$ cat config.mk
export PLATFORM = sky130hd
export DESIGN_NAME = serial_tx_arbiter_flat
export DESIGN_NICKNAME = d
export VERILOG_FILES = /design/src/rtl/serial_tx_arbiter_if.sv /design/src/rtl/serial_tx_arbiter.sv /design/src/flat_wrapper.sv
export SDC_FILE = /design/constraint.sdc
export NUM_CORES = 1
export LEC_CHECK = 0
export BUFFER_PORTS_ARGS = -buffer_cell sky130_fd_sc_hd__buf_2
export CAP_MARGIN = 25
export CORE_ASPECT_RATIO = 1.4
export CORE_MARGIN = 2
export CORE_UTILIZATION = 51
export CTS_CLUSTER_DIAMETER = 60
export DETAILED_ROUTE_END_ITERATION = 16
export PLACE_DENSITY = 0.78
export SLEW_MARGIN = 20
export SYNTH_ARGS = -nofsm -noshare
export SYNTH_HDL_FRONTEND = slang
export SYNTH_SLANG_ARGS = --single-unit
$ cat constraint.sdc
create_clock -name clk -period 2.2 [get_ports clk]
set_input_delay 0.66 -clock clk [delete_from_list [all_inputs] [get_ports clk]]
set_output_delay 0.66 -clock clk [all_outputs]
set_load 0.02 [all_outputs]
$ cat src/rtl/serial_tx_arbiter_if.sv
// Request bundle for the two frame sources feeding serial_tx_arbiter.
// Sources own valid/data; the arbiter returns a one-cycle ready on accept.
interface serial_tx_arbiter_if #(
    parameter int FRAME_BITS = 40
);
    logic                  req0_valid;
    logic [FRAME_BITS-1:0] req0_data;
    logic                  req0_ready;
    logic                  req1_valid;
    logic [FRAME_BITS-1:0] req1_data;
    logic                  req1_ready;

    modport master (
        output req0_valid, req0_data, req1_valid, req1_data,
        input  req0_ready, req1_ready
    );

    modport slave (
        input  req0_valid, req0_data, req1_valid, req1_data,
        output req0_ready, req1_ready
    );
endinterface

$ cat src/rtl/serial_tx_arbiter.sv
// Round-robin two-source serial framer: start bit, FRAME_BITS data bits MSB first, GAP_CYCLES idle.
// Start bit one cycle after accept; ready only in IDLE, so requests made mid-frame wait their turn.
module serial_tx_arbiter #(
    parameter int FRAME_BITS = 40,
    parameter int GAP_CYCLES = 2
) (
    input  logic                clk,
    input  logic                rst,
    serial_tx_arbiter_if.slave  req,
    output logic                so,
    output logic                busy,
    output logic                grant_id,
    output logic                frame_done
);
    localparam int CW = $clog2(FRAME_BITS + 1);
    localparam int GW = $clog2(GAP_CYCLES + 1);
    localparam logic [CW-1:0] BIT_LAST = CW'(FRAME_BITS - 1);
    localparam logic [GW-1:0] GAP_LAST = GW'(GAP_CYCLES - 1);

    typedef enum logic [1:0] {IDLE, START, SHIFT, GAP} state_t;

    state_t                state_q, state_d;
    logic [FRAME_BITS-1:0] shreg_q, shreg_d;
    logic [CW-1:0]         bit_cnt_q, bit_cnt_d;
    logic [GW-1:0]         gap_cnt_q, gap_cnt_d;
    logic                  so_q, so_d;
    logic                  frame_done_q, frame_done_d;
    logic                  grant_q, grant_d;
    logic                  last_grant_q, last_grant_d;
    logic                  win1;
    logic                  idle_ok;

    // Requester 1 wins when alone, or when both ask and requester 0 went last.
    assign win1    = req.req1_valid & (~req.req0_valid | ~last_grant_q);
    assign idle_ok = ~rst & (state_q == IDLE);

    assign req.req0_ready = idle_ok & req.req0_valid & ~win1;
    assign req.req1_ready = idle_ok & win1;

    assign so         = so_q;
    assign busy       = (state_q != IDLE);
    assign grant_id   = grant_q;
    assign frame_done = frame_done_q;

    always_comb begin
        state_d      = state_q;
        shreg_d      = shreg_q;
        bit_cnt_d    = bit_cnt_q;
        gap_cnt_d    = gap_cnt_q;
        grant_d      = grant_q;
        last_grant_d = last_grant_q;
        so_d         = 1'b0;
        frame_done_d = 1'b0;

        unique case (state_q)
            IDLE: begin
                if (req.req0_valid | req.req1_valid) begin
                    state_d      = START;
                    so_d         = 1'b1;
                    shreg_d      = win1 ? req.req1_data : req.req0_data;
                    grant_d      = win1;
                    last_grant_d = win1;
                end
            end
            START: begin
                state_d   = SHIFT;
                bit_cnt_d = '0;
                so_d      = shreg_q[FRAME_BITS-1];
                shreg_d   = shreg_q << 1;
            end
            SHIFT: begin
                // so is registered, so the bit for the next cycle is chosen here.
                if (bit_cnt_q == BIT_LAST) begin
                    state_d      = GAP;
                    gap_cnt_d    = '0;
                    frame_done_d = 1'b1;
                end else begin
                    bit_cnt_d = bit_cnt_q + 1'b1;
                    so_d      = shreg_q[FRAME_BITS-1];
                    shreg_d   = shreg_q << 1;
                end
            end
            GAP: begin
                if (gap_cnt_q == GAP_LAST) begin
                    state_d = IDLE;
                end else begin
                    gap_cnt_d = gap_cnt_q + 1'b1;
                end
            end
            default: state_d = IDLE;
        endcase
    end

    always_ff @(posedge clk) begin
        if (rst) begin
            state_q      <= IDLE;
            shreg_q      <= '0;
            bit_cnt_q    <= '0;
            gap_cnt_q    <= '0;
            so_q         <= 1'b0;
            frame_done_q <= 1'b0;
            grant_q      <= 1'b0;
            last_grant_q <= 1'b1;
        end else begin
            state_q      <= state_d;
            shreg_q      <= shreg_d;
            bit_cnt_q    <= bit_cnt_d;
            gap_cnt_q    <= gap_cnt_d;
            so_q         <= so_d;
            frame_done_q <= frame_done_d;
            grant_q      <= grant_d;
            last_grant_q <= last_grant_d;
        end
    end
endmodule

$ cat src/flat_wrapper.sv
// flat-port wrapper written by rule: the top's interface ports become plain ports
module serial_tx_arbiter_flat 
#(
    parameter int FRAME_BITS = 40,
    parameter int GAP_CYCLES = 2
)
  (clk, rst, so, busy, grant_id, frame_done, req_req0_valid, req_req0_data, req_req1_valid, req_req1_data, req_req0_ready, req_req1_ready);
  serial_tx_arbiter_if #(.FRAME_BITS(FRAME_BITS)) req_i ();
  input  logic clk;
  input  logic rst;
  output logic so;
  output logic busy;
  output logic grant_id;
  output logic frame_done;
  input wire logic [$bits(req_i.req0_valid)-1:0] req_req0_valid;
  input wire logic [$bits(req_i.req0_data)-1:0] req_req0_data;
  input wire logic [$bits(req_i.req1_valid)-1:0] req_req1_valid;
  input wire logic [$bits(req_i.req1_data)-1:0] req_req1_data;
  output wire logic [$bits(req_i.req0_ready)-1:0] req_req0_ready;
  output wire logic [$bits(req_i.req1_ready)-1:0] req_req1_ready;
  assign req_i.req0_valid = req_req0_valid;
  assign req_i.req0_data = req_req0_data;
  assign req_i.req1_valid = req_req1_valid;
  assign req_i.req1_data = req_req1_data;
  assign req_req0_ready = req_i.req0_ready;
  assign req_req1_ready = req_i.req1_ready;
  serial_tx_arbiter #(.FRAME_BITS(FRAME_BITS), .GAP_CYCLES(GAP_CYCLES)) u_core (.clk(clk), .rst(rst), .req(req_i), .so(so), .busy(busy), .grant_id(grant_id), .frame_done(frame_done));
endmodule
* After elaboration in Yosys (flattened, before gate mapping) *
Cells that the tools add are included.

word-level totals
  bits in registers = 54
  bits in latches = 0
  bits in writable memories = 0
  ROM bits = 0
  input bits = 84
  memories = 0

operators by class
  add/sub/neg operators = 2
  $mul = 0
  div/mod/pow operators = 0
  $lt $le $gt $ge = 0
  equal/unequal tests = 10
  shift-type cells = 0
  mux-type cells = 17
  bitwise gates (word level) = 12
  reductions and logical operators = 11

operators by type and width
  operator             number
  $mux 40              3
  $pmux 40 s3          1
  $pmux 6 s2           1
  $mux 2               5
  $reduce_and 3->1     3
  $pmux 2 s4           1
  $add 6x1->6 const B  1
  $eq 6x6->1 const B   1
  $mux 6               1
  $ne 2x2->1 const B   3
  $reduce_bool 2->1    3
  $and 1x1->1          5
  $not 1->1            5
  $eq 2x1->1 const B   2
  $eq 2x2->1 const B   2
  $ne 2x1->1 const B   2
  $pmux 2 s2           1
  $reduce_and 2->1     2
  $mux 1               3
  $pmux 1 s3           1
  $reduce_bool 3->1    1
  $add 2x1->2 const B  1
  $logic_not 2->1      1
  $or 1x1->1           2
  $reduce_or 2->1      1

* Longest topological paths before layout *
  depth in word-level cells = 6
  gate-level depth with buffers = 9
  gate-level depth less buffers = 6

* Worst setup path before layout *
Ideal clock, no wire load.

  path type = input port to output port
  start = in req_req1_valid
  end = out req_req1_ready
  arrival = 1.761 ns
  data required time = 1.540 ns
  slack = -0.221 ns
  cell stages on the path = 4
  buffers on the path = 2
  cells stage by stage = a21boi_1 buf_2 buf_2 nor3b_1

between the ends
  word-level cells in the longest chain between the ends = 2

RTL lines
  item                RTL line                 text
  start: declaration  flat_wrapper.sv:17       input wire logic [$bits(req_i.req1_valid)-1:0] req_req1_valid;
  $and 1x1->1         serial_tx_arbiter.sv:34  assign win1 = req.req1_valid & (~req.req0_valid | ~last_grant_q);
  $and 1x1->1         serial_tx_arbiter.sv:38  assign req.req1_ready = idle_ok & win1;
  end: declaration    flat_wrapper.sv:20       output wire logic [$bits(req_i.req1_ready)-1:0] req_req1_ready;

Every way passes these cells.

* Final worst setup path *
  start = reg u_core.state_q[1]
  end = out req_req0_ready

between the ends
  word-level cells in the longest chain between the ends = 4

RTL lines
  item                      RTL line                  text
  start: declaration        serial_tx_arbiter.sv:22   state_t state_q, state_d;
  start signal: assignment  serial_tx_arbiter.sv:105  state_q <= state_d;
  $logic_not 2->1           serial_tx_arbiter.sv:35   assign idle_ok = ~rst & (state_q == IDLE);
  $and 1x1->1               serial_tx_arbiter.sv:35
  $and 1x1->1 (2 in a row)  serial_tx_arbiter.sv:37   assign req.req0_ready = idle_ok & req.req0_valid & ~win1;
  end: declaration          flat_wrapper.sv:19        output wire logic [$bits(req_i.req0_ready)-1:0] req_req0_ready;

Every way passes these cells.

==> reports/results.txt <==
Slew @ Worst Pin -> 0.428 ns
worst hold stages -> 2
drt total wl -> 6410 um
Critical Path Sink Type -> primary output
HP Class -> reg2reg
DRT iter0 DRCs -> 137
PortBufs -> 89
Critical Path Fanout Max -> 6
Core Area -> 5450 um^2
RSZ-0062 raised after global routing -> no
Worst path top cell family by delay -> buffers and inverters
drt pass-1 iters -> 4
ranking of synthesized cells by area -> dfxtp_1 38%, mux2i_1 14%, a22o_1 12%
deepest clock path buffer count -> 2
vias post-DR -> 2670
sequential share of the synthesized area -> 38.2%
fillers -> 477
first-pass GRT wire length -> 10400 um
clock skew -> 0.00359 ns
final core utilization -> 64.5%
initial antenna violation count -> 0
Max stage delay on crit path -> 0.35 ns
cell taking the most area after synthesis -> dfxtp_1
die area -> 6170 um^2
CTS Buf Count -> 5
H-tree level count -> 2
Final Wtd Congestion -> 0.818
# setup viols final -> 0
CP cell instances -> inv_2 > ha_4 > inv_1 > nor4_2 > buf_2
Routed Antenna Nets -> 0
Max Slew Vio Count -> 0
antenna cells -> 0
Wirelength per Cell -> 13.5 um
FF-to-FF setup slack -> 0.33 ns
Post-synth EDFFs -> 0
Synthesized Nets -> 415
hold worst-path end -> u_core.shreg_q[0]
synthesized area per cell -> 8.74 um^2
Final Cycle Share -> 94.5%
Mapped Cells -> 324
clk root buf -> clkbuf_8
Yosys cell types -> 38
Fmax achieved -> 481 MHz
largest net degree at the start of global routing -> 47
IO Count -> 90
status -> finished clean
hold_sp -> u_core.shreg_q[0]
startpoint class of the critical path -> flop
vias in the first global route -> 2475
PD cells -> 1050 nW/um^2
post-placement cell area -> 3380 um^2
RR Startpoint -> u_core.bit_cnt_q[0]
worst IR drop on VDD -> 0.953 mV
global route total overflow -> 0
Syn. warnings -> 0
Final min period -> 2.08 ns
Post-synth top cells -> 54 x dfxtp_1, 48 x o21ai_0, 45 x nand2_1
share of layout cells above drive strength 1 -> 28.7%
Async SR Flop Fraction -> 0%
Max-slew headroom -> 71.2%
die width -> 67.0 um
Synth Flop Type -> dfxtp_1
CTS tree -> yes
Final #Nets -> 497
later-pin clock latency in the skew report -> 0.30 ns
crit path DAT -> 1.42 ns
Tot Pwr -> 3.67 mW
dpl hpwl -> 4560 um
clock sinks -> 54
DRC -> 0
Die Ht -> 92.2 um
most frequent cell after synthesis -> dfxtp_1
Worst-path clk slew -> 0.09 ns
mapped cell area -> 2830 um^2
top cell type's share of synthesized area -> 38.2%
Critical Path RT -> 1.54 ns
slack of the critical path -> 0.120 ns
crit path max-delay cell type -> dfxtp_1
Hold WS -> 0.471 ns
Leak -> 1.53 nW
area delta synth->final -> 24.0%
Tot GR Track Use -> 21.3%
routed vias/inst -> 5.62
WP buf/inv -> 3
Initial Util -> 52.0%
Final Hold Viols -> 0
RR Endpoint -> u_core.shreg_q[22]
Design Area, Final -> 3510 um^2
number of max-cap violations -> 0
Yosys reg bits -> 54
R2R cell count -> 6
# rows -> 32
kind of critical path -> reg2out
hold_buf cts -> 0
Placement Setup Slack -> 0.162 ns
==> cells by family (layout without fill, tap and decap cells) <==
logic type	after synthesis	in the layout	share of synthesized area, %
AOI/OAI and AO/OA	112	112	26.0
xor gates and xnor gates	1	1	0.309
adders and majority gates	7	7	3.09
buffers and inverters	34	117	5.52
DFF	54	54	38.2
muxes	40	40	14.1
and+or+nand+nor	76	76	12.8
==> worst min-delay path: stages (launching register included) <==
cell	delay, ns
dfxtp_1	0.32
nand2_1	0.05
a21oi_1	0.05
==> layout by cell type (no fill, tap or decap), drive strengths merged, types with 4 or more instances in the layout <==
| cell | Yosys | routed |
|---|---|---|
| mux2i | 40 | 40 |
| a22o | 39 | 39 |
| o21ai | 51 | 51 |
| clkbuf | 13 | 6 |
| nand2 | 45 | 45 |
| buf | 12 | 100 |
| nand3 | 4 | 4 |
| a21oi | 11 | 11 |
| dfxtp | 54 | 54 |
| nor2 | 6 | 6 |
| inv | 9 | 9 |
| ha | 7 | 7 |
==> power breakdown <==
| part | switching [mW] | internal (mW) | leakage [nW] |
|---|---|---|---|
| sequential | 0.195 | 1.33 | 0.444 |
| combinational | 0.845 | 0.657 | 1.03 |
| clock | 0.307 | 0.340 | 0.0514 |
| total | 1.35 | 2.33 | 1.53 |
==> metrics by stage <==
step	setup TNS, ns	std cells
CTS	0	474
detailed placement	0	466
finish	0	475
global route	0	475
floorplan	-0.0405	324
global placement	0	466
==> cell type report <==
cell class	instances	area (um^2)	area share (%)
multi-input combinational	236	1640	46.6
clock inverter	2	37.5	1.07
tap	68	85.1	2.42
timing repair buffer	100	566	16.1
inverter	9	33.8	0.962
clock buffer	6	72.6	2.07
sequential	54	1080	30.8
==> how the worst max path moves through the flow <==
stage | cells past startpoint | slack [ns] | from | endpoint
finish | 5 | 0.12 | u_core.state_q[1] | req_req0_ready
global route | 5 | 0.007 | u_core.state_q[1] | req_req0_ready
CTS | 5 | 0.03 | u_core.state_q[1] | req_req0_ready
detailed placement | 4 | 0.16 | req_req0_valid | req_req1_ready
global placement | 4 | 0.18 | req_req0_valid | req_req1_ready
floorplan | 4 | -0.04 | req_req1_valid | req_req1_ready
==> state kept, by name, indices dropped and copies added, names as in the netlist <==
name and cells:
u_core.last_grant_q 1, u_core.grant_id 1, u_core.state_q 2, u_core.so 1
u_core.shreg_q 40, u_core.frame_done 1, u_core.gap_cnt_q 2, u_core.bit_cnt_q 6
==> repair_timing <==
| item | 4_1_cts | 5_1_grt |
|---|---|---|
| setup endpoints to repair | 1 | 1 |
| gates resized for setup | 1 | 3 |
| buffers inserted | 0 | 1 |
==> metal layers <==
| metal | track usage (%) | share of wire (%) | up-vias |
|---|---|---|---|
| li1 | - | - | 1339 |
| met1 | 25.3 | 42 | 1263 |
| met2 | 37.9 | 53 | 61 |
| met3 | 3.19 | 4.1 | 7 |
| met4 | 7.14 | 1.3 | 0 |
| met5 | 0 | 0 | - |
Note: power is estimated with default switching activity, not from simulation.
